==> src/rtl/cluster_tracker.sv <==
`default_nettype none
// ============================================================================
// Module  : cluster_tracker
// Purpose : Per-frame colour blob tracker. It matches pixels against
//           programmable reference colours and accumulates count and
//           coordinate sums, then computes floor centroids with one shared
//           restoring divider.
// Revision: 1.0 - initial parametrised release
// ============================================================================
module cluster_tracker #(
  parameter int  IMG_WIDTH  = 640,
  parameter int  IMG_HEIGHT = 480,
  parameter int  NUM_COLORS = 4,
  parameter int  TOL        = 16,
  parameter int  MIN_COUNT  = 8,
  localparam int XW = $clog2(IMG_WIDTH),
  localparam int YW = $clog2(IMG_HEIGHT),
  localparam int IW = (NUM_COLORS > 1) ? $clog2(NUM_COLORS) : 1,
  localparam int CW = $clog2(IMG_WIDTH * IMG_HEIGHT + 1),
  localparam int SW = ((XW > YW) ? XW : YW) + CW
) (
  input  logic                     clk,
  input  logic                     rst_n,
  input  logic                     cfg_we,
  input  logic [IW-1:0]            cfg_idx,
  input  logic [11:0]              cfg_r,
  input  logic [11:0]              cfg_g,
  input  logic [11:0]              cfg_b,
  input  logic [11:0]              pixel_r,
  input  logic [11:0]              pixel_g,
  input  logic [11:0]              pixel_b,
  input  logic                     pixel_valid,
  input  logic [XW-1:0]            x,
  input  logic [YW-1:0]            y,
  output logic                     busy,
  output logic                     done,
  output logic [NUM_COLORS-1:0]    found,
  output logic [NUM_COLORS*XW-1:0] centroid_x,
  output logic [NUM_COLORS*YW-1:0] centroid_y,
  output logic [NUM_COLORS*CW-1:0] pix_count
);

  localparam int JW = $clog2(2 * NUM_COLORS);
  localparam int BW = $clog2(SW);
  localparam logic [JW-1:0] JOB_LAST = JW'(2 * NUM_COLORS - 1);
  localparam logic [BW-1:0] BIT_LAST = BW'(SW - 1);
  localparam logic signed [12:0] TOL_P = 13'(TOL);
  localparam logic signed [12:0] TOL_N = 13'(-TOL);
  localparam logic [CW-1:0] MIN_C = CW'(MIN_COUNT);

  localparam logic [1:0] S_ACCUM = 2'd0;
  localparam logic [1:0] S_DIV   = 2'd1;
  localparam logic [1:0] S_OUT   = 2'd2;

  logic [1:0]                      state_q;
  logic [NUM_COLORS-1:0][11:0]     ref_r_q, ref_g_q, ref_b_q;
  logic [NUM_COLORS-1:0][CW-1:0]   count_q;
  logic [NUM_COLORS-1:0][SW-1:0]   sumx_q, sumy_q;
  logic [NUM_COLORS-1:0][XW-1:0]   cx_stage_q;
  logic [NUM_COLORS-1:0][YW-1:0]   cy_stage_q;
  logic [JW-1:0]                   job_q;
  logic [BW-1:0]                   bit_q;
  logic [CW-1:0]                   rem_q, rem_d, rem_base_w;
  logic [SW-1:0]                   quo_q, quo_d;
  logic                            done_q;
  logic [NUM_COLORS-1:0]           found_q;
  logic [NUM_COLORS*XW-1:0]        centroid_x_q;
  logic [NUM_COLORS*YW-1:0]        centroid_y_q;
  logic [NUM_COLORS*CW-1:0]        pix_count_q;

  logic [NUM_COLORS-1:0]           win_w;
  logic                            taken_w;
  logic                            frame_end_w;
  logic [SW-1:0]                   dividend_w;
  logic [CW-1:0]                   divisor_w;
  logic [CW:0]                     trial_w, diff_w;
  logic                            qbit_w;
  logic                            valid_w;

  function automatic logic near(input logic [11:0] p, input logic [11:0] r);
    logic signed [12:0] d;
    d = $signed({p[11], p}) - $signed({r[11], r});
    return (d <= TOL_P) && (d >= TOL_N);
  endfunction

  // Lowest-index match wins, so at most one accumulator moves per pixel.
  always_comb begin
    win_w   = '0;
    taken_w = 1'b0;
    for (int i = 0; i < NUM_COLORS; i++) begin
      if (!taken_w && near(pixel_r, ref_r_q[i]) && near(pixel_g, ref_g_q[i])
          && near(pixel_b, ref_b_q[i])) begin
        win_w[i] = 1'b1;
        taken_w  = 1'b1;
      end
    end
  end

  assign frame_end_w = pixel_valid && (x == XW'(IMG_WIDTH - 1)) && (y == YW'(IMG_HEIGHT - 1));

  // Job 2i divides colour i's x sum, job 2i+1 its y sum; one quotient bit per cycle.
  always_comb begin
    dividend_w = '0;
    divisor_w  = '0;
    for (int i = 0; i < NUM_COLORS; i++) begin
      if (job_q == JW'(2 * i)) begin
        dividend_w = sumx_q[i];
        divisor_w  = count_q[i];
      end
      if (job_q == JW'(2 * i + 1)) begin
        dividend_w = sumy_q[i];
        divisor_w  = count_q[i];
      end
    end
    rem_base_w = (bit_q == '0) ? '0 : rem_q;
    trial_w    = {rem_base_w, dividend_w[BIT_LAST - bit_q]};
    diff_w     = trial_w - {1'b0, divisor_w};
    qbit_w     = (trial_w >= {1'b0, divisor_w});
    rem_d      = qbit_w ? diff_w[CW-1:0] : trial_w[CW-1:0];
    quo_d      = {quo_q[SW-2:0], qbit_w};
    valid_w    = (divisor_w >= MIN_C);
  end

  always_ff @(posedge clk) begin
    if (!rst_n) begin
      state_q      <= S_ACCUM;
      ref_r_q      <= '0;
      ref_g_q      <= '0;
      ref_b_q      <= '0;
      count_q      <= '0;
      sumx_q       <= '0;
      sumy_q       <= '0;
      cx_stage_q   <= '0;
      cy_stage_q   <= '0;
      job_q        <= '0;
      bit_q        <= '0;
      rem_q        <= '0;
      quo_q        <= '0;
      done_q       <= 1'b0;
      found_q      <= '0;
      centroid_x_q <= '0;
      centroid_y_q <= '0;
      pix_count_q  <= '0;
    end else begin
      done_q <= 1'b0;
      if (cfg_we && (int'(cfg_idx) < NUM_COLORS)) begin
        ref_r_q[cfg_idx] <= cfg_r;
        ref_g_q[cfg_idx] <= cfg_g;
        ref_b_q[cfg_idx] <= cfg_b;
      end
      case (state_q)
        S_ACCUM: begin
          if (pixel_valid) begin
            for (int i = 0; i < NUM_COLORS; i++) begin
              if (win_w[i]) begin
                count_q[i] <= count_q[i] + CW'(1);
                sumx_q[i]  <= sumx_q[i] + SW'(x);
                sumy_q[i]  <= sumy_q[i] + SW'(y);
              end
            end
            if (frame_end_w) begin
              state_q <= S_DIV;
              job_q   <= '0;
              bit_q   <= '0;
            end
          end
        end
        S_DIV: begin
          rem_q <= rem_d;
          quo_q <= quo_d;
          if (bit_q == BIT_LAST) begin
            for (int i = 0; i < NUM_COLORS; i++) begin
              if (job_q == JW'(2 * i))
                cx_stage_q[i] <= valid_w ? quo_d[XW-1:0] : '0;
              if (job_q == JW'(2 * i + 1))
                cy_stage_q[i] <= valid_w ? quo_d[YW-1:0] : '0;
            end
            bit_q <= '0;
            if (job_q == JOB_LAST) state_q <= S_OUT;
            else                   job_q   <= job_q + JW'(1);
          end else begin
            bit_q <= bit_q + BW'(1);
          end
        end
        S_OUT: begin
          for (int i = 0; i < NUM_COLORS; i++) begin
            found_q[i]                <= (count_q[i] >= MIN_C);
            centroid_x_q[i*XW +: XW]  <= cx_stage_q[i];
            centroid_y_q[i*YW +: YW]  <= cy_stage_q[i];
            pix_count_q[i*CW +: CW]   <= count_q[i];
          end
          count_q <= '0;
          sumx_q  <= '0;
          sumy_q  <= '0;
          done_q  <= 1'b1;
          state_q <= S_ACCUM;
        end
        default: state_q <= S_ACCUM;
      endcase
    end
  end

  assign busy       = (state_q != S_ACCUM);
  assign done       = done_q;
  assign found      = found_q;
  assign centroid_x = centroid_x_q;
  assign centroid_y = centroid_y_q;
  assign pix_count  = pix_count_q;

endmodule
`default_nettype wire

==> config.mk <==
export PLATFORM = sky130hd
export DESIGN_NAME = cluster_tracker
export DESIGN_NICKNAME = d
export VERILOG_FILES = /design/src/rtl/cluster_tracker.sv
export SDC_FILE = /design/constraint.sdc
export NUM_CORES = 2
export LEC_CHECK = 0
export ABC_AREA = 1
export BUFFER_PORTS_ARGS = -buffer_cell sky130_fd_sc_hd__buf_2
export CAP_MARGIN = 25
export CORE_MARGIN = 1.5
export CORE_UTILIZATION = 50
export DETAILED_ROUTE_END_ITERATION = 12
export GPL_TIMING_DRIVEN = 0
export PLACE_DENSITY = 0.74
export SYNTH_ARGS = -nofsm -noshare
export SYNTH_HDL_FRONTEND = slang
export SYNTH_SLANG_ARGS = --single-unit
export TNS_END_PERCENT = 1
==> constraint.sdc <==
create_clock -name clk -period 6.52 [get_ports clk]
set_clock_uncertainty 0.2 [all_clocks]
set_input_delay 0.326 -clock clk [delete_from_list [all_inputs] [get_ports clk]]
set_output_delay 0.326 -clock clk [all_outputs]
set_load 0.005 [all_outputs]
Word-level counts from Yosys, hierarchy flattened
Cells that the tools add are included.
{"block": "word_totals", "output_inout_bits": 158, "elab_cells": 240, "in_bits": 97, "register_bits": 723}
{"block": "op_classes", "n_reduce_logical": 50, "eq_ne": 21, "order_cmp": 33, "n_mux": 66, "addsub": 28}
{"operator": "2-to-1 mux 29 bit", "count": 16}
{"operator": "case mux 116 bit (2 select lines)", "count": 2}
{"operator": "2-to-1 mux 19 bit", "count": 14}
{"operator": "2-to-1 mux 116 bit", "count": 2}
{"operator": "greater-or-equal comparator 13 x 5 -> 1 bit (second input constant)", "count": 12}
{"operator": "less-or-equal comparator 13 x 6 -> 1 bit (second input constant)", "count": 12}
{"operator": "subtractor 12 x 12 -> 13 bit", "count": 12}
{"operator": "case mux 76 bit (2 select lines)", "count": 1}
{"operator": "bitwise mux 48 bit", "count": 3}
{"operator": "adder 29 x 10 -> 29 bit", "count": 4}
{"operator": "adder 29 x 9 -> 29 bit", "count": 4}
{"operator": "greater-or-equal comparator 19 x 4 -> 1 bit (second input constant)", "count": 5}
{"operator": "adder 19 x 1 -> 19 bit (second input constant)", "count": 4}
{"operator": "2-to-1 mux 76 bit", "count": 1}
{"operator": "AND reduction 3 bit", "count": 13}
{"operator": "logical AND 1 bit", "count": 26}
{"operator": "demux 12 bit (select 2 bit)", "count": 1}
{"operator": "greater-or-equal comparator 20 x 19 -> 1 bit", "count": 1}
{"operator": "subtractor 19 bit", "count": 1}
{"operator": "inequality test 2 bit (second input constant)", "count": 9}
{"operator": "2-to-1 mux 5 bit", "count": 3}
{"operator": "== test 3 bit (second input constant)", "count": 4}
{"operator": "2-to-1 mux 12 bit", "count": 1}
{"operator": "2-to-1 mux 3 bit", "count": 4}
{"operator": "28 further kinds", "count": 43}

Logic depth before layout (Yosys ltp)
{"block": "depth", "depth_word": 24, "mapped_depth": 35, "mapped_depth_nobuf": 34}

Worst setup path before layout
No wires, ideal clock.
{"block": "synth_path", "path_type": "flip-flop to flip-flop", "startpoint": "reg job_q[2]", "endpoint": "reg rem_q[18]", "n_path_buf": 2, "setup_ns": 0.132, "slack_ns": 2.078, "required_ns": 6.188, "stages_incl_launch_ff": 33, "t_arrival_ns": 4.110, "path_cell_list": "dfxtp_1 buf_2 inv_1 ha_1 clkinv_1 nand2_1 clkinv_1 clkbuf_1 nand3_1 o311ai_0 nand3_1 a21oi_1 a21oi_1 nand2_1 nand3_1 nand3_1 nand3b_1 nand2_1 ha_1 inv_1 fa_1 nand2_1 nand2_1 nand2_1 nand4_1 a21oi_1 o21ai_0 a21boi_0 o21ai_0 xnor2_1 nand2_1 nand3_1 a21oi_1"}
{"block": "synth_via", "elab_chain_len": 13, "elab_cells_between_ends": 29}
{"item": "from (decl)", "line": "61", "source": "logic [JW-1:0] job_q;"}
{"item": "from (signal assigned)", "line": "180", "source": "else job_q <= job_q + JW'(1);"}
{"item": "zero test 3 bit", "line": "106", "source": "if (job_q == JW'(2 * i)) begin"}
{"item": "2-to-1 mux 29 bit", "line": "106"}
{"item": "2-to-1 mux 29 bit", "line": "110", "source": "if (job_q == JW'(2 * i + 1)) begin"}
{"item": "2-to-1 mux 29 bit", "line": "106"}
{"item": "2-to-1 mux 29 bit", "line": "110"}
{"item": "2-to-1 mux 29 bit", "line": "106"}
{"item": "2-to-1 mux 29 bit", "line": "110"}
{"item": "2-to-1 mux 29 bit", "line": "106"}
{"item": "2-to-1 mux 29 bit", "line": "110"}
{"item": "binary-select mux 1 bit (select 5 bit)", "line": "116", "source": "trial_w = {rem_base_w, dividend_w[BIT_LAST - bit_q]};"}
{"item": "2-to-1 mux 1 bit (not written as such)", "line": "116"}
{"item": "subtractor 19 bit or greater-or-equal comparator 20 x 19 -> 1 bit (tied branches)", "line": "117, 118"}
{"item": "2-to-1 mux 19 bit (*)", "line": "119", "source": "rem_d = qbit_w ? diff_w[CW-1:0] : trial_w[CW-1:0];"}
{"item": "to (signal assigned)", "line": "169", "source": "rem_q <= rem_d;"}
{"item": "to (decl)", "line": "63", "source": "logic [CW-1:0] rem_q, rem_d, rem_base_w;"}
Every way passes the cells marked *; elsewhere a longest branch is shown, timed or not. The select of a mux whose other input is x is not followed.
A chain may end at the register's enable or synchronous reset.

Worst setup path after layout
Ends and elaborated chain as after synthesis.

==> results.ini <==
[cells_and_area]
final_area_mm2=0.05428
mostFrequentLayoutCell=nand2_1
layout-drive-gt1-share_pct=6.559
layout_common_cells=1,489 x nand2_1, 804 x inv_1, 768 x a21oi_1
num-nets-final=8082
area.growth.synth_to_final_pct=13.12
fill_cells=9659

[global_routing]
grt_pass1_wl_mm=291.6
grt_overflow_total=0
first_global_vias=49250
grt_max_degree=18
grtUsageTotal_pct=38.68
antenna_found_initial=4

[setup_path]
crit_path_start_kind=register
r2r_setup_slack_ps=130
cp.arrival_ps=6710
worst-setup-path-type=register to register
crit_path_end_kind=register
crit_top_cell=nand2_1
cpPeakStageDelay_ps=1140
cp_max_fo=10
cpMaxStageDelayCell=o311ai_0
required_ps=6830

[sta]
rsz0062_at_grt=false
finalSetupViolCount=0
post-route-min-period_ps=6394
final.setup.tns_ps=0
fmax_mhz=156.4
slew_headroom_pct=12.92
slew_viol_final=0
hold_violations=0
holdWs_ps=70.33
post-route-period-util_pct=98.06
worst_slew_pin_slew_ps=1290

[run]
max_cap_violations=0

[routing]
routed_wl_mm=196.8
wl_per_cell_um=21.75
drc_errors=0
first_pass_iters=6
viasPerCell=5.864
vias=53060
drt_iter0_markers=5698
ant_nets=0

[cts]
clkTransAtPathRegs_ps=70
cts_tree=yes
clock-sinks=723
cts_root_buf=clkbuf_16
clk_path_buf_depth=3
clk_latency_ps=680
cts_max_level=3
numCtsBuffers=82

[logic_synthesis]
avgSynthCellArea_um2=6.558
synth_edf_count=0
yosysWarnings=0
synthFlopType=dfxtp_1
yosys_register_bits=723
synthArstFlopShare_pct=0
synthCells=7317
yosysSeqAreaShare_pct=30.16
synth_nets=7690
syn_area_mm2=0.04798
synth.distinct_cells=54

[placement]
port_buffers=253
place_congestion=1.033
detailed_place_hpwl_mm=154.3
dpl_cell_area_mm2=0.05094

[power]
ir_drop_mv=0.1890
power_switching_mw=3.401
pwr-share-clk_pct=43.5
comb_power_share_pct=16.4
p_int_mw=7.912
power.leakage_nw=23.23
seq_power_share_pct=40.1
p_per_area_mw_per_mm2=208.4
netSwitchingFraction_pct=30.06

[die]
dieArea_mm2=0.09784
die_y_um=312.8
initial_core_util_pct=50.50
ioPinCount=255
num_rows=113
die_x_um=312.8
core_area_mm2=0.09501

[outcome]
outcome=finished, final reports clean

[min_path]
hp-class=input port to register

==> per-stage QoR <==
step           util (%)  cells  total power [mW]  setup slack [ps]
2_1_floorplan         -   7317             5.865              2078
3_3_place_gp      53.50   8835             6.385            -160.7
3_5_place_dp      53.61   8845             6.408            -164.3
4_1_cts           57.05   9038             11.28             21.84
5_1_grt           57.12   9041             11.72             25.74
6_report          57.13   9047             11.31             126.2
==> cell type report <==
type                    count  area (um2)  share of cell area (%)
well taps                1265        1583                   2.916
clock inverters            42       531.8                  0.9796
clock buffers             109        2303                   4.243
inverters                 818        3078                   5.670
repair buffers            309        1844                   3.398
plain buffers             327        1335                   2.459
multi-input cells        5448       29120                   53.64
flip-flops and latches    723       14470                   26.66
diodes                      6       15.01                 0.02766
==> worst max-delay path, delay by kind of cell (launching register included) <==
| kind | cells | cell delay [ps] |
|---|---|---|
| XOR/XNOR | 1 | 160 |
| adder cells (fa/ha/maj) | 3 | 860 |
| buffers and inverters | 4 | 660 |
| AO/OA/AOI/OAI | 8 | 2470 |
| flip-flops | 1 | 340 |
| AND/OR/NAND/NOR | 12 | 1540 |
==> cell usage after synthesis (5+ instances only) <==
| master | n | share of area, % |
|---|---|---|
| nand2_1 | 1490 | 12 |
| inv_1 | 804 | 6.3 |
| a21oi_1 | 768 | 8.0 |
| nor2_1 | 731 | 5.7 |
| dfxtp_1 | 723 | 30 |
| nand3_1 | 584 | 6.1 |
| o21ai_0 | 529 | 5.5 |
| ha_1 | 255 | 6.6 |
| clkbuf_1 | 248 | 1.9 |
| nand4_1 | 229 | 3.0 |
| xor2_1 | 190 | 3.5 |
| nor3_1 | 148 | 1.5 |
| xnor2_1 | 99 | 1.8 |
| a22o_1 | 80 | 1.5 |
| buf_2 | 50 | 0.52 |
| nor4_1 | 43 | 0.56 |
| nand3b_1 | 31 | 0.48 |
| a22oi_1 | 24 | 0.38 |
| a211oi_1 | 22 | 0.34 |
| a21o_1 | 21 | 0.33 |
| a31oi_1 | 21 | 0.27 |
| fa_1 | 21 | 0.88 |
| o221ai_1 | 21 | 0.38 |
| buf_1 | 19 | 0.15 |
| o21bai_1 | 19 | 0.30 |
| nand2_2 | 12 | 0.16 |
| o31ai_1 | 12 | 0.19 |
| buf_4 | 11 | 0.17 |
| clkinv_1 | 10 | 0.078 |
| o211ai_1 | 10 | 0.16 |
| o21ai_1 | 10 | 0.10 |
| o22ai_1 | 10 | 0.13 |
| or2_2 | 10 | 0.13 |
| o311ai_0 | 7 | 0.13 |
| nor3b_1 | 6 | 0.094 |
| a21boi_0 | 5 | 0.078 |
| and3_1 | 5 | 0.065 |
| nor2_2 | 5 | 0.065 |
==> path summary, 6_finish.rpt <==
path / startpoint / end / cells past startpoint
worst min register to register: pix_count[25]$_SDFFE_PN0P_ / pix_count[25]$_SDFFE_PN0P_ / 2
worst max-delay path: job_q[2]$_SDFFE_PN0P_ / rem_q[18]$_SDFFE_PN0P_ / 28
worst max register to register: job_q[2]$_SDFFE_PN0P_ / rem_q[18]$_SDFFE_PN0P_ / 28
worst min-delay path: y[0] / sumy_q[0]$_SDFFE_PN0P_ / 4
==> power by group through the flow <==
stage / clock (mW) / combinational, mW / sequential [mW]
2_1_floorplan: 0 / 1.24 / 4.62
3_3_place_gp: 0 / 1.76 / 4.63
3_5_place_dp: 0 / 1.78 / 4.63
4_1_cts: 4.94 / 1.80 / 4.53
5_1_grt: 5.13 / 2.05 / 4.54
6_report: 4.93 / 1.85 / 4.53
==> metal layers <==
| metal | part of all wire [%] | GRT usage, % |
|---|---|---|
| met5 | 0 | 0 |
| met4 | 7.0 | 24.89 |
| met3 | 8.7 | 6.094 |
| met2 | 44 | 62.07 |
| met1 | 40 | 48.34 |
==> cell families after synthesis <==
logic type	Yosys count	share of synthesized area (%)
fa+ha+maj	276	7.525
flops	723	30.16
compound gates	1580	18.16
simple gates	3302	29.68
mux	1	0.02086
xor+xnor	289	5.275
buf+inv	1146	9.181
==> repair_timing <==
item / CTS / global route
endpoints found under the setup margin: 1 / 21
gates resized for setup: 0 / 8
hold endpoints to repair: 144 / 0
buffers inserted: 0 / 2
hold buffers: 43 / 0
==> state kept, by name, summed over array words and instances, names as in the netlist <==
| name | flops |
|---|---|
| ref_b_q | 48 |
| sumx_q | 116 |
| count_q | 76 |
| rem_q | 19 |
| bit_q | 5 |
| state_q | 2 |
| pix_count | 76 |
| centroid_y | 36 |
| ref_g_q | 48 |
| done | 1 |
| sumy_q | 116 |
| ref_r_q | 48 |
| centroid_x | 40 |
| cx_stage_q | 40 |
| job_q | 3 |
| found | 4 |
| cy_stage_q | 36 |
| quo_q | 9 |
No activity file was read; power rests on OpenSTA's default activity.
